`src/rtl/dna_strand_demapper.sv`:
```
// rtl/dna_strand_demapper.sv - demaps a 40-nucleotide ASCII strand into a 64-bit BCH codeword
// One nucleotide per cycle; per-group XOR checks and invalid-character flags.
module dna_strand_demapper #(
  parameter int NUM_OF_NUCLEOTIDES = 40,
  parameter int ASCII_SIZE         = 8,
  parameter int CODEWORD_SIZE      = 64
) (
  input  logic                                     clk,
  input  logic                                     resetN,
  input  logic                                     in_valid,
  output logic                                     in_ready,
  input  logic [NUM_OF_NUCLEOTIDES*ASCII_SIZE-1:0] strand_in,
  output logic                                     out_valid,
  input  logic                                     out_ready,
  output logic [CODEWORD_SIZE-1:0]                 codeword_out,
  output logic [7:0]                               group_err,
  output logic [5:0]                               invalid_count,
  output logic                                     strand_ok
);

  localparam int STRAND_W = NUM_OF_NUCLEOTIDES * ASCII_SIZE;
  localparam int PAYLOAD  = CODEWORD_SIZE / 2;

  typedef enum logic [1:0] {IDLE = 2'd0, DECODE = 2'd1, DONE = 2'd2} state_t;

  state_t                     state, state_nx;
  logic [STRAND_W-1:0]        shreg;
  logic [5:0]                 cnt;
  logic [CODEWORD_SIZE-1:0]   code, code_nx;
  logic [7:0]                 err, err_nx;
  logic [5:0]                 inv, inv_nx;
  logic [7:0][1:0]            gx, gx_nx;
  logic [ASCII_SIZE-1:0]      nuc;
  logic [1:0]                 sym;
  logic                       bad;
  logic                       is_payload;
  logic                       last;

  assign nuc        = shreg[STRAND_W-1 -: ASCII_SIZE];
  assign is_payload = (cnt < 6'(PAYLOAD));
  assign last       = (cnt == 6'(NUM_OF_NUCLEOTIDES - 1));

  always_ff @(posedge clk or negedge resetN) begin
    if (!resetN) state <= IDLE;
    else         state <= state_nx;
  end

  always_comb begin
    state_nx = state;
    case (state)
      IDLE:    if (in_valid)  state_nx = DECODE;
      DECODE:  if (last)      state_nx = DONE;
      DONE:    if (out_ready) state_nx = IDLE;
      default:                state_nx = IDLE;
    endcase
  end

  always_comb begin
    in_ready  = (state == IDLE);
    out_valid = (state == DONE);
  end

  always_comb begin
    sym = 2'b00;
    bad = 1'b0;
    case (nuc)
      8'h41:   sym = 2'b00;
      8'h43:   sym = 2'b01;
      8'h47:   sym = 2'b10;
      8'h54:   sym = 2'b11;
      default: bad = 1'b1;
    endcase
  end

  // Payload symbols shift in at the LSB so nucleotide 0 ends up in the MSBs.
  always_comb begin
    code_nx = code;
    err_nx  = err;
    gx_nx   = gx;
    inv_nx  = bad ? inv + 6'd1 : inv;
    if (is_payload) begin
      code_nx             = {code[CODEWORD_SIZE-3:0], sym};
      gx_nx[cnt[4:2]]     = gx[cnt[4:2]] ^ sym;
      if (bad) err_nx[cnt[4:2]] = 1'b1;
    end else if (bad || (gx[cnt[2:0]] != sym)) begin
      err_nx[cnt[2:0]] = 1'b1;
    end
  end

  always_ff @(posedge clk or negedge resetN) begin
    if (!resetN) begin
      shreg         <= '0;
      cnt           <= '0;
      code          <= '0;
      err           <= '0;
      inv           <= '0;
      gx            <= '0;
      codeword_out  <= '0;
      group_err     <= '0;
      invalid_count <= '0;
      strand_ok     <= 1'b0;
    end else begin
      if (state == IDLE && in_valid) begin
        shreg <= strand_in;
        cnt   <= '0;
        code  <= '0;
        err   <= '0;
        inv   <= '0;
        gx    <= '0;
      end else if (state == DECODE) begin
        shreg <= shreg << ASCII_SIZE;
        cnt   <= cnt + 6'd1;
        code  <= code_nx;
        err   <= err_nx;
        inv   <= inv_nx;
        gx    <= gx_nx;
        if (last) begin
          codeword_out  <= code_nx;
          group_err     <= err_nx;
          invalid_count <= inv_nx;
          strand_ok     <= (inv_nx == 6'd0) && (err_nx == 8'd0);
        end
      end
    end
  end

endmodule

```
`config.mk`:
```
export PLATFORM = sky130hd
export DESIGN_NAME = dna_strand_demapper
export DESIGN_NICKNAME = d
export VERILOG_FILES = /design/src/rtl/dna_strand_demapper.sv
export SDC_FILE = /design/constraint.sdc
export NUM_CORES = 1
export LEC_CHECK = 0
export CORE_MARGIN = 4
export CORE_UTILIZATION = 56
export CTS_CLUSTER_DIAMETER = 150
export DETAILED_ROUTE_END_ITERATION = 7
export PLACE_DENSITY = 0.92
export SYNTH_ARGS = -nofsm -noshare
export SYNTH_HDL_FRONTEND = slang
export SYNTH_SLANG_ARGS = --single-unit
```
`constraint.sdc`:
```
create_clock -name clk -period 4.9 [get_ports clk]
set_clock_uncertainty 0.05 [all_clocks]
set_input_delay 0.735 -clock clk [delete_from_list [all_inputs] [get_ports clk]]
set_output_delay 0.735 -clock clk [all_outputs]
set_load 0.01 [all_outputs]
```
Word level (Yosys, flattened, before mapping)
Cells that the tools add are included.

operators by class
  $add $sub $neg = 2
  magnitude comparators = 5
  eq/ne operators = 11
  multiplexer cells = 35
  bitwise operators = 4
  reductions and logical operators = 14

operator list
  kind                 count
  $mux 320             2
  $mux 64              3
  $mux 16              3
  $mux 8               5
  $eq 8x7->1 const B   4
  $mux 6               5
  $bwmux 16            1
  $or 8x8->8           2
  $add 6x1->6 const B  2
  $bmux 2 s3           2
  $mux 2               6
  $pmux 2 s3           2
  $logic_not 8->1      1
  $lt 3x4->1 const B   2
  $demux 1 s3          2
  $demux 2 s3          1
  $eq 6x6->1 const B   1
  $ge 3x1->1 const B   2
  $logic_not 6->1      1
  $lt 6x6->1 const B   1
  $reduce_and 3->1     2
  $logic_and 1x1->1    4
  $ne 2x2->1 const B   2
  $reduce_bool 2->1    2
  11 further kinds     13

storage, ports and cells
  flip-flop bits (word level) = 501
  bits of input ports = 324
  output and inout bits = 81
  word-level logic and storage cells = 89

Logic depth before layout (Yosys ltp)
  depth in word-level cells = 9
  gate-level depth with buffers = 8
  depth with buffers taken out = 6

Worst setup path before layout
No wires, ideal clock.

  path kind = register -> register
  start point = reg cnt[0]
  end point = reg strand_ok
  library setup time = 0.095 ns
  data arrival time = 1.941 ns
  slack = 2.814 ns
  cell stages (with the launch flop) = 7
  path buffers = 1
  cells stage by stage = dfrtp_1 buf_6 mux4_1 mux2i_1 mux2_2 o21a_1 o31ai_1

on the way
  longest elaborated chain between the ends = 9

ends and longest elaborated chain
  element                                                         RTL line  text
  start: declaration                                              28        logic [5:0] cnt;
  start signal: assignment                                        112       cnt <= cnt + 6'd1;
  $lt 3x4->1 (implied by the code) or $ge 3x1->1 (tied branches)  86        err_nx[cnt[2:0]] = 1'b1;
  $logic_and 1x1->1 (implied by the code)                         86
  $mux 1 (implied by the code)                                    86
  $demux 1 s3                                                     86
  $or 8x8->8 (no source line)                                     n/a
  $mux 8                                                          85        end else if (bad || (gx[cnt[2:0]] != sym)) begin
  $mux 8                                                          81        if (is_payload) begin
  $logic_not 8->1                                                 121       strand_ok <= (inv_nx == 6'd0) && (err_nx == 8'd0);
  $logic_and 1x1->1                                               121
  end signal: assignment                                          121
  end: declaration                                                18        output logic strand_ok

Parallel ways exist; a longest one is shown, timed or not. The select of a mux whose other input is x is not followed.
A chain may end at the register's enable or synchronous reset.

Final worst setup path
  start point = reg cnt[2]
  end point = reg codeword_out[45]

on the way
  longest elaborated chain between the ends = 2

ends and longest elaborated chain
  element                                      RTL line  text
  $lt 6x6->1 or $eq 6x6->1 (tied branches)     40, 41
  $mux 64 or $reduce_and 3->1 (tied branches)  n/a
  end signal: assignment                       118       codeword_out <= code_nx;
  end: declaration                             15        output logic [CODEWORD_SIZE-1:0] codeword_out,

Parallel ways exist; a longest one is shown, timed or not.

==> results.cfg <==
[routing]
drcViolationCount = 0
first_pass_iters = 7
avgRoutedWirePerCell_um = 20.68
ant_nets = 0
via_per_inst = 6.061
vias = 18260
drt_iter0_drc = 1825
routed_wl_um = 62320

[floorplan]
core_sq_um = 37670
ioPinCount = 405
die-width_um = 203.5
dieArea_sq_um = 41420
start_util_pct = 56.83
placementRows = 71
dieHeight_um = 203.5

[timing]
period_needed_ps = 3076
setup_viol = 0
worst_slew_pin_slew_ps = 1096
tns_ps = 0
fmax_mhz = 325.1
finalCritPeriodShare_pct = 62.78
fin_ws_ps = 1824
hold_viol_final = 0
relSlewSlack_pct = 26.91
final_max_slew_viol_count = 0
rsz0062_at_grt = no

[clock_tree]
post_cts_buffers = 0
clk_path_buf_depth = 3
post_cts_resized = 0
cts_tree = built
ctsHoldBuffers = 0
clk_latency_ps = 590
htree_levels = 2
clkTransAtPathRegs_ps = 60
cts_root_buf = clkbuf_16
cts_buffers = 50
cts_sinks = 501

[power_and_ir_drop]
power_density_nw_per_um2 = 580.7
irDropWorstVdd_mv = 0.4351
total_leakage_power_nw = 12.38
finalPower_mw = 15.96

[setup_path]
crit_type = reg2reg
startpoint_type = flip-flop
endpoint_kind = flip-flop
critPathArrivalTime_ps = 3490
cp.required_ps = 5320
crit_fanout = 68

[logic_synthesis]
syn_area_per_cell_sq_um = 9.971
postSynthCellCount = 2147
async_flop_share_pct = 100.0
seq_area_frac_synth_pct = 58.57
synthFlopType = dfrtp_1
synth_edf_count = 0
yosysUniqueCellTypes = 63
netlist_area_sq_um = 21410
ys_warn_count = 0
synth_nets = 2473
synth-seq-cells = 501

[min_path]
hold_path.class = in2async

[global_route]
grt_remaining_overflow = 0
antenna_found_initial = 14
grt_use_total_pct = 29.21
grt_pass1_wl_um = 97130
grt_max_degree = 239
grt_pass1_vias = 18050

[placement]
dp.cells = 2913
place_hpwl_um = 40900
gp_congestion = 0.9196
io_buffers = 404
place_ws_ps = 1665

[layout]
area.growth.synth_to_final_pct = 28.36
drive_gt1_share_pct = 5.096
regArea_sq_um = 12540
n_fill_cell = 2425
fin_nets = 2781
multi_input_area_sq_um = 8237
fin_cells = 3013

[run_status]
outcome = complete, no violations

[flow_run]
max_cap_violations = 0
[critical path: stages (launching register included)]
cell and delay [ps]:
dfrtp_1 880, nor3b_2 490, nand4_1 760, buf_12 490
o21ai_0 280
[sequential cells by signal, summed over array words and instances, names as in the netlist]
signal and cells:
cnt 6, code 64, codeword_out 64, err 8
group_err 8, gx 16, inv 6, invalid_count 6
shreg 320, state 2, strand_ok 1
[path summary, 6_finish.rpt]
check	startpoint	endpoint	slack (ps)	cells after the start
worst max-delay path	cnt[2]	codeword_out[45]	1820	4
worst min-delay path	resetN	codeword_out[12]	210	1
worst max register to register	cnt[2]	codeword_out[45]	1820	4
worst min register to register	shreg[57]	shreg[57]	430	2
max in group asynchronous	resetN	shreg[266]	3290	2
min in group clk	shreg[57]	shreg[57]	430	2
[power breakdown]
| part | switching (mW) | total [mW] | internal, mW |
|---|---|---|---|
| clock network | 1.62 | 3.93 | 2.31 |
| logic | 2.98 | 5.14 | 2.16 |
| registers | 1.22 | 6.89 | 5.67 |
| total | 5.81 | 16.0 | 10.1 |
[per-layer routing]
layer	vias to the layer above	part of all wire (%)	GRT usage, %
met4	12	4.9	11.54
met2	949	48	47.88
met3	224	9.9	8.857
met1	8972	37	36.80
li1	8105	-	-
met5	-	0.13	0
[through the flow]
step	util (%)	hold WS, ps	instance area (sq um)
2_1_floorplan	-	389.4	21410
3_5_place_dp	68.34	412.8	25740
4_1_cts	72.81	239.8	27430
6_report	72.95	210.9	27480
3_3_place_gp	68.34	407.8	25740
5_1_grt	72.94	272.0	27470
[cells in the mapped netlist, types with 2 or more instances]
cell / count / area (sq um)
a22o_1: 65 / 569.3
o21ai_0: 98 / 490.5
ha_1: 2 / 25.02
o22ai_1: 3 / 18.77
nand2_1: 746 / 2800
buf_1: 7 / 26.28
nand2b_1: 4 / 25.02
nor4_1: 2 / 12.51
dfrtp_1: 501 / 12540
buf_2: 5 / 25.02
nor3_1: 8 / 40.04
mux2i_1: 74 / 740.7
nor3b_1: 2 / 15.01
nand4_1: 3 / 18.77
or3_1: 3 / 18.77
a21o_1: 2 / 15.01
o211ai_1: 3 / 22.52
nor2_1: 36 / 135.1
xnor2_1: 8 / 70.07
a22oi_1: 307 / 2305
o21ai_1: 6 / 30.03
and2_1: 2 / 12.51
a21oi_1: 16 / 80.08
and3_1: 2 / 12.51
mux2_2: 3 / 33.78
nor2b_1: 2 / 12.51
nand3_1: 23 / 115.1
o2111ai_1: 3 / 26.28
o21ai_2: 2 / 17.52
a211oi_1: 3 / 22.52
o31ai_1: 3 / 22.52
mux4_1: 4 / 105.1
inv_1: 7 / 26.28
a31oi_1: 11 / 68.82
clkbuf_1: 153 / 574.3
[cells by family after synthesis]
group           synth area share, %
simple gates                  15.47
compound gates                17.82
mux                           4.319
flops                         58.57
fa+ha+maj                    0.1169
buf+inv                       3.133
xor+xnor                     0.5729
[final cells by class]
cell class | instances | share of cell area (%)
diodes | 10 | 0.09107
repair buffers | 423 | 15.74
multi-input cells | 1472 | 29.98
clock inverters | 18 | 0.7422
well taps | 511 | 2.327
flip-flops and latches | 501 | 45.64
clock buffers | 71 | 5.391
inverters | 7 | 0.09562
[placed cells by master, fill, tap and decap left out, drive strengths merged, types with 5 or more instances in the layout]
| cell type | n |
|---|---|
| nor3 | 8 |
| nor2 | 36 |
| clkbuf | 71 |
| xnor2 | 8 |
| nand3 | 23 |
| diode | 10 |
| a21oi | 17 |
| mux2i | 75 |
| a22o | 65 |
| a22oi | 307 |
| clkinv | 12 |
| nand2 | 746 |
| clkdlybuf4s50 | 403 |
| a31oi | 11 |
| mux4 | 5 |
| buf | 20 |
| o21ai | 106 |
| dfrtp | 501 |
| inv | 8 |
Power figures use the tool's default switching activity.
